==> src/rtl/board_writer.sv <==
// Move-placement engine for a square game board: validates each strobed coordinate and writes the mover's mark.
// Optional macro BOARD_CLEAR_EN adds a clear strobe that wipes the board one cell per cycle.
module board_writer #(
    parameter int BOARD_DIM = 8
) (
    input  logic       clk,
    input  logic       reset,
`ifdef BOARD_CLEAR_EN
    input  logic       clear,
`endif
    input  logic       coord_valid,
    input  logic [7:0] coord,
    output logic       coord_ready,
    input  logic [3:0] rd_row,
    input  logic [3:0] rd_col,
    output logic [1:0] rd_cell,
    output logic       turn,
    output logic [7:0] move_count,
    output logic       accept,
    output logic       reject,
    output logic [1:0] reject_code,
    output logic       board_full
);

    localparam int              CELLS   = BOARD_DIM * BOARD_DIM;
    localparam int              IDX_W   = $clog2(CELLS);
    localparam logic [4:0]      DIM_L   = 5'(BOARD_DIM);
    localparam logic [7:0]      CELLS_L = 8'(CELLS);

    typedef enum logic [2:0] {
        IDLE,
        CHECK,
        WRITE,
        REJECT,
        CLEAR
    } state_t;

    state_t             r_state;
    logic [7:0]         r_coord;
    logic [1:0]         r_board [CELLS];
    logic               r_turn;
    logic [7:0]         r_moveCount;
    logic               r_accept;
    logic               r_reject;
    logic [1:0]         r_rejectCode;
    logic               r_ready;
`ifdef BOARD_CLEAR_EN
    logic [IDX_W-1:0]   r_clearIdx;
    localparam logic [IDX_W-1:0] LAST_IDX = IDX_W'(CELLS - 1);
`endif

    logic [3:0]         w_capRow;
    logic [3:0]         w_capCol;
    logic               w_capInRange;
    logic [IDX_W-1:0]   w_capIdx;
    logic [1:0]         w_capCell;
    logic               w_rdInRange;
    logic [IDX_W-1:0]   w_rdIdx;
    logic               w_full;

    // Row-major flattening; only meaningful when both nibbles are below BOARD_DIM.
    function automatic logic [IDX_W-1:0] cellIndex(input logic [3:0] row, input logic [3:0] col);
        return IDX_W'(row) * IDX_W'(BOARD_DIM) + IDX_W'(col);
    endfunction

    assign w_capRow     = r_coord[7:4];
    assign w_capCol     = r_coord[3:0];
    assign w_capInRange = ({1'b0, w_capRow} < DIM_L) && ({1'b0, w_capCol} < DIM_L);
    assign w_capIdx     = cellIndex(w_capRow, w_capCol);
    assign w_capCell    = w_capInRange ? r_board[w_capIdx] : 2'b00;

    assign w_rdInRange  = ({1'b0, rd_row} < DIM_L) && ({1'b0, rd_col} < DIM_L);
    assign w_rdIdx      = cellIndex(rd_row, rd_col);
    assign rd_cell      = w_rdInRange ? r_board[w_rdIdx] : 2'b00;

    assign w_full       = (r_moveCount == CELLS_L);

    always_ff @(posedge clk or negedge reset) begin
        if (!reset) begin
            r_state      <= IDLE;
            r_coord      <= 8'h00;
            for (int i = 0; i < CELLS; i++) begin
                r_board[i] <= 2'b00;
            end
            r_turn       <= 1'b0;
            r_moveCount  <= 8'h00;
            r_accept     <= 1'b0;
            r_reject     <= 1'b0;
            r_rejectCode <= 2'b00;
            r_ready      <= 1'b1;
`ifdef BOARD_CLEAR_EN
            r_clearIdx   <= '0;
`endif
        end else begin
            r_accept     <= 1'b0;
            r_reject     <= 1'b0;
            r_rejectCode <= 2'b00;
            case (r_state)
                IDLE: begin
`ifdef BOARD_CLEAR_EN
                    if (clear) begin
                        r_clearIdx <= '0;
                        r_ready    <= 1'b0;
                        r_state    <= CLEAR;
                    end else
`endif
                    if (coord_valid) begin
                        r_coord <= coord;
                        r_ready <= 1'b0;
                        r_state <= CHECK;
                    end
                end
                // Result pulses are registered here so they are high exactly while in WRITE/REJECT.
                CHECK: begin
                    if (w_full) begin
                        r_reject     <= 1'b1;
                        r_rejectCode <= 2'b11;
                        r_state      <= REJECT;
                    end else if (!w_capInRange) begin
                        r_reject     <= 1'b1;
                        r_rejectCode <= 2'b01;
                        r_state      <= REJECT;
                    end else if (w_capCell != 2'b00) begin
                        r_reject     <= 1'b1;
                        r_rejectCode <= 2'b10;
                        r_state      <= REJECT;
                    end else begin
                        r_accept     <= 1'b1;
                        r_state      <= WRITE;
                    end
                end
                WRITE: begin
                    r_board[w_capIdx] <= r_turn ? 2'b10 : 2'b01;
                    if (!w_full) begin
                        r_moveCount <= r_moveCount + 8'd1;
                    end
                    r_turn  <= ~r_turn;
                    r_ready <= 1'b1;
                    r_state <= IDLE;
                end
                REJECT: begin
                    r_ready <= 1'b1;
                    r_state <= IDLE;
                end
`ifdef BOARD_CLEAR_EN
                CLEAR: begin
                    r_board[r_clearIdx] <= 2'b00;
                    if (r_clearIdx == LAST_IDX) begin
                        r_turn      <= 1'b0;
                        r_moveCount <= 8'h00;
                        r_ready     <= 1'b1;
                        r_state     <= IDLE;
                    end else begin
                        r_clearIdx  <= r_clearIdx + 1'b1;
                    end
                end
`endif
                default: begin
                    r_ready <= 1'b1;
                    r_state <= IDLE;
                end
            endcase
        end
    end

    assign coord_ready = r_ready;
    assign turn        = r_turn;
    assign move_count  = r_moveCount;
    assign accept      = r_accept;
    assign reject      = r_reject;
    assign reject_code = r_rejectCode;
    assign board_full  = w_full;

endmodule

==> config.mk <==
export PLATFORM = sky130hd
export DESIGN_NAME = board_writer
export DESIGN_NICKNAME = d
export VERILOG_FILES = /design/src/rtl/board_writer.sv
export SDC_FILE = /design/constraint.sdc
export NUM_CORES = 1
export LEC_CHECK = 0
export ABC_AREA = 1
export CAP_MARGIN = 15
export CORE_ASPECT_RATIO = 1.1
export CORE_MARGIN = 5
export CORE_UTILIZATION = 58
export DETAILED_ROUTE_END_ITERATION = 8
export PLACE_DENSITY_LB_ADDON = 0.08
export SYNTH_ARGS = -nofsm -noshare
export SYNTH_HDL_FRONTEND = slang
export SYNTH_SLANG_ARGS = --single-unit
==> constraint.sdc <==
create_clock -name clk -period 3.3 [get_ports clk]
set_clock_uncertainty 0.2 [all_clocks]
set_input_delay 0.66 -clock clk [delete_from_list [all_inputs] [get_ports clk]]
set_output_delay 0.66 -clock clk [all_outputs]
set_load 0.005 [all_outputs]
# == After elaboration in Yosys (flattened, before gate mapping) ==
# Cells that the tools add are included.
# totals
reg_bits,153
out_inout_bits,17
word_cells,130
# classes
n_reduce_logical,8
n_eq_ne,4
n_addsub,3
muxes,31
magnitude_cmp,7
n_bitwise,5
# ops
op,count
$bwmux 128,1
$bmux 2 s6,2
$mux 2,12
$lt 4x4->1 const B,4
$ge 7x7->1 const B,2
$not 6->7,2
$add 6x4->6,2
$demux 2 s6,1
$mux 1,12
$add 8x1->8 const B,1
$eq 8x7->1 const B,1
$lt 7x1->1 const B,1
$pmux 3 s2,1
$reduce_and 2->1,3
$eq 3x1->1 const B,1
$eq 3x2->1 const B,1
$logic_and 1x1->1,3
$logic_not 3->1,1
$mux 3,1
$not 1->1,3
$ne 2x2->1 const B,1
$pmux 1 s2,1
$reduce_bool 2->1,1

# == Longest topological paths before layout ==
# logic_depth
word_depth,11
depth_mapped,14
depth_no_buf,13

# == Least setup slack after synthesis ==
# Ideal clock, no wire load.
# synth_timing
kind,input to output
startpoint,input port rd_col[1]
endpoint,output port rd_cell[0]
arrival_time_ns,1.884
slack_ns,0.556
cell_stages,9
cell_sequence,clkbuf_1 inv_2 clkbuf_1 o21ai_0 o211ai_1 nand3_1 nand3_1 nand3_1 a21oi_1
# synth_between
elab_chain_cells,6
word_cells_on_any_way,8
# synth_lines
element,line_no,source
"start, declared",15,"input logic [3:0] rd_col,"
$add 6x4->6,63,return IDX_W'(row) * IDX_W'(BOARD_DIM) + IDX_W'(col);
$not 6->7 (not written as such),74,assign rd_cell = w_rdInRange ? r_board[w_rdIdx] : 2'b00;
$bmux 2 s6,74,
$mux 2 (not written as such) (2 in a row),74,
$mux 2 (*),74,
"end, declared",16,"output logic [1:0] rd_cell,"
# Every way passes the cells marked *; elsewhere a longest branch is shown, timed or not. The select of a mux whose other input is x is not followed.

# == Worst setup path in the final report ==
# layout_timing
startpoint,input port rd_col[3]
endpoint,output port rd_cell[0]
# Same word-level chain as after synthesis.

==> flow_summary.ini <==
[timing]
setup_tns_ns = 0
hold_viol = 0
grt_setup_unrepaired = false
period_share_pct = 99.5
setup_viol = 0
fin_hold_ws_ns = 0.0476
slew_headroom_pct = 50.3
fmax_mhz = 305
worst_pin_slew_ns = 0.744
finalCriticalPeriod_ns = 3.28
slew_viol_final = 0

[synth]
synth_area_per_cell_sq_um = 7.18
netlist.area_leader.share_pct = 44.8
synth_fp_nets = 1200
syn_area_sq_um = 8430
postSynthCellCount = 1175
synth.distinct_cells = 30
yosysTopAreaCell = dfrtp_1
ys_warn_count = 0
synth-seq-area-share_pct = 45.1
synth-edff-count = 0
yosys-top-cells-area = dfrtp_1, nand2_1, nor2_1
ys_ff_latch = 152
async_flop_share_pct = 100
dominantRegCellSynth = dfrtp_1

[floorplan]
die_w_um = 125
die_area_sq_um = 17100
core-area_sq_um = 14300
start_util_pct = 58.8
fp-row-count = 46
top_level_ports = 36
die_h_um = 136

[grt]
grt_max_degree = 76
groute.usage.overall_pct = 32.2
antenna_found_initial = 0
grt_overflow = 0
grt_pass1_wl_um = 42700
grt_pass1_vias = 7926

[power]
total_power_w = 0.00828
cellLeakagePower_nw = 4.74
power_density_nw_per_um2 = 834
vdd_drop_max_v = 0.000547

[detailed_routing]
wl_per_cell_um = 18.7
first_pass_iters = 8
wl_um = 26600
num_vias = 8334
ant_nets = 0
drtIter0Drc = 1297
drc = 0
viasPerCell = 5.85

[clocking]
clock-sinks = 152
hold_buffers = 0
clkSlewWorstSetupHoldPaths_ns = 0.06
root_buffer = clkbuf_16
cts_made_buffers = 17
clk-insertion-delay-late_ns = 0.43
htree_levels = 4
cts_tree = built
clockBufferDepth = 2

[cells_and_area]
regArea_sq_um = 3800
drive_above_1_share_pct = 8.36
final_cell_area_sq_um = 9930
area_growth_syn_to_layout_pct = 17.8
multi_input_area_sq_um = 3860
layout.nets = 1244
fill_cells = 1184
diodes = 0

[placement]
numPortBuffers = 35
gp_congestion = 1.00
placed_area_sq_um = 9180
dp_hpwl_um = 17700

[setup_path]
endpoint_kind = output pin
crit_path_cell_trace = clkdlybuf4s50_1 -> ha_4 -> buf_8 -> o211ai_1 -> nand3_1 -> nand3_1 -> a21oi_2 -> dlygate4sd2_1
setup.worst_path.class = input pin to output pin
cp_max_fo = 8
cp.required_ns = 2.44
worst_path_most_repeated_cell = nand3_1
cp_slowest_cell = clkdlybuf4s50_1
critPathMaxStageDelay_ns = 0.47
worstSetupStartpointType = input pin
arrival_ns = 2.42

[status]
status = finished, final reports clean

[worst_hold_path]
hp-class = input pin to async pin

[flow_run]
drv_cap = 0
-- layout by cell type, fill, tap and decap left out, types with 3 or more instances in the layout --
master           Yosys  routed
dfrtp_1            151     151
o211ai_1            24      24
xor2_1               8       8
inv_1              148     147
buf_12               0       9
clkinv_1             7       7
inv_2                7       5
mux2_2               9       9
clkinvlp_4           0       4
nand3_1             68      68
clkdlybuf4s50_1      0      30
ha_1                 6       4
o21bai_1            21      21
nor2_2               6       6
nor3_1               8       8
clkbuf_16            0      17
nand4_1              5       5
nor2_1             208     208
clkbuf_8             0       3
nand2_1            223     223
inv_4                0       3
o21ai_0            153     151
o221ai_1             6       6
buf_4                1      25
a21oi_1             57      55
or2_2                3       3
o21ai_1              2       4
-- power by group --
| group | total [W] | internal [W] | switching (W) |
|---|---|---|---|
| Clock | 0.00196 | 0.00117 | 0.000783 |
| Combinational | 0.00325 | 0.00106 | 0.00219 |
| Sequential | 0.00307 | 0.00251 | 0.000558 |
-- per-layer routing --
metal	GRT usage [%]	vias up	routed length, um
li1	-	3860	-
met1	43.1	3857	10700
met2	51.0	505	11900
met3	5.93	112	2610
met5	0	-	0
met4	15.2	0	1370
-- cells by family after synthesis --
logic type	count (synthesis)	share of synthesized area [%]
adder cells (fa/ha/maj)	6	0.890
XOR/XNOR	9	0.935
multiplexers	9	1.20
AO/OA/AOI/OAI	267	17.6
buffers and inverters	210	9.48
AND/OR/NAND/NOR	522	24.8
flip-flops	152	45.1
-- metrics by stage --
| step | utilization, % | worst slack (ns) | cells |
|---|---|---|---|
| 6_report | 69.3 | 0.0178 | 1424 |
| 5_1_grt | 69.3 | 0.0132 | 1424 |
| 3_5_place_dp | 64.1 | -0.466 | 1387 |
| 4_1_cts | 68.9 | 0.0105 | 1422 |
| 3_3_place_gp | 64.1 | -0.446 | 1387 |
| 2_1_floorplan | - | 0.556 | 1175 |
-- registers in the layout (all words and copies together) (netlist names) --
register / cells
reject_code: 2
turn: 1
r_state: 2
r_coord: 8
coord_ready: 1
accept: 1
reject: 1
move_count: 8
r_board: 128
-- synthesized netlist by cell type, types with 6 or more instances --
master	n
dfrtp_1	151
o21ai_0	153
nor2_2	6
o21bai_1	21
nor3_1	8
mux2_2	9
inv_2	7
o211ai_1	24
o221ai_1	6
buf_2	6
clkbuf_1	37
nand3_1	68
xor2_1	8
nand2_1	223
inv_1	148
clkinv_1	7
nor2_1	208
ha_1	6
a21oi_1	57
-- layout make-up --
cell class	instances	share of cell area, %
repair buffers	73	8.23
clock buffers	22	4.78
well taps	192	2.42
flip-flops and latches	152	38.3
inverters	162	6.20
clock inverters	10	1.18
multi-input cells	813	38.9
-- final timing paths --
check                           cells after the start       endpoint        from  slack [ns]
max in group asynchronous                           2    r_board[97]       reset        2.04
worst max-delay path                                8     rd_cell[0]   rd_col[3]        0.02
min in group clk                                    2     r_coord[5]  r_coord[5]        0.29
worst min-delay path                                1  move_count[0]       reset        0.05
worst min register to register                      2     r_coord[5]  r_coord[5]        0.29
worst max register to register                     10    r_board[63]  r_coord[3]        0.50
-- worst max-delay path, delay by kind of cell --
| family | cells | cell delay, ns |
|---|---|---|
| buffers and inverters | 3 | 0.88 |
| AO/OA/AOI/OAI | 2 | 0.35 |
| adder cells (fa/ha/maj) | 1 | 0.33 |
| AND/OR/NAND/NOR | 2 | 0.20 |
-- what timing repair did --
action / in CTS / in global routing
cloned: 3 / 0
endpoints found under the setup margin: 2 / 2
resized for setup: 11 / 12
pin swaps: 4 / 5
buffers inserted: 0 / 2
Note: power is estimated with default switching activity, not from simulation.
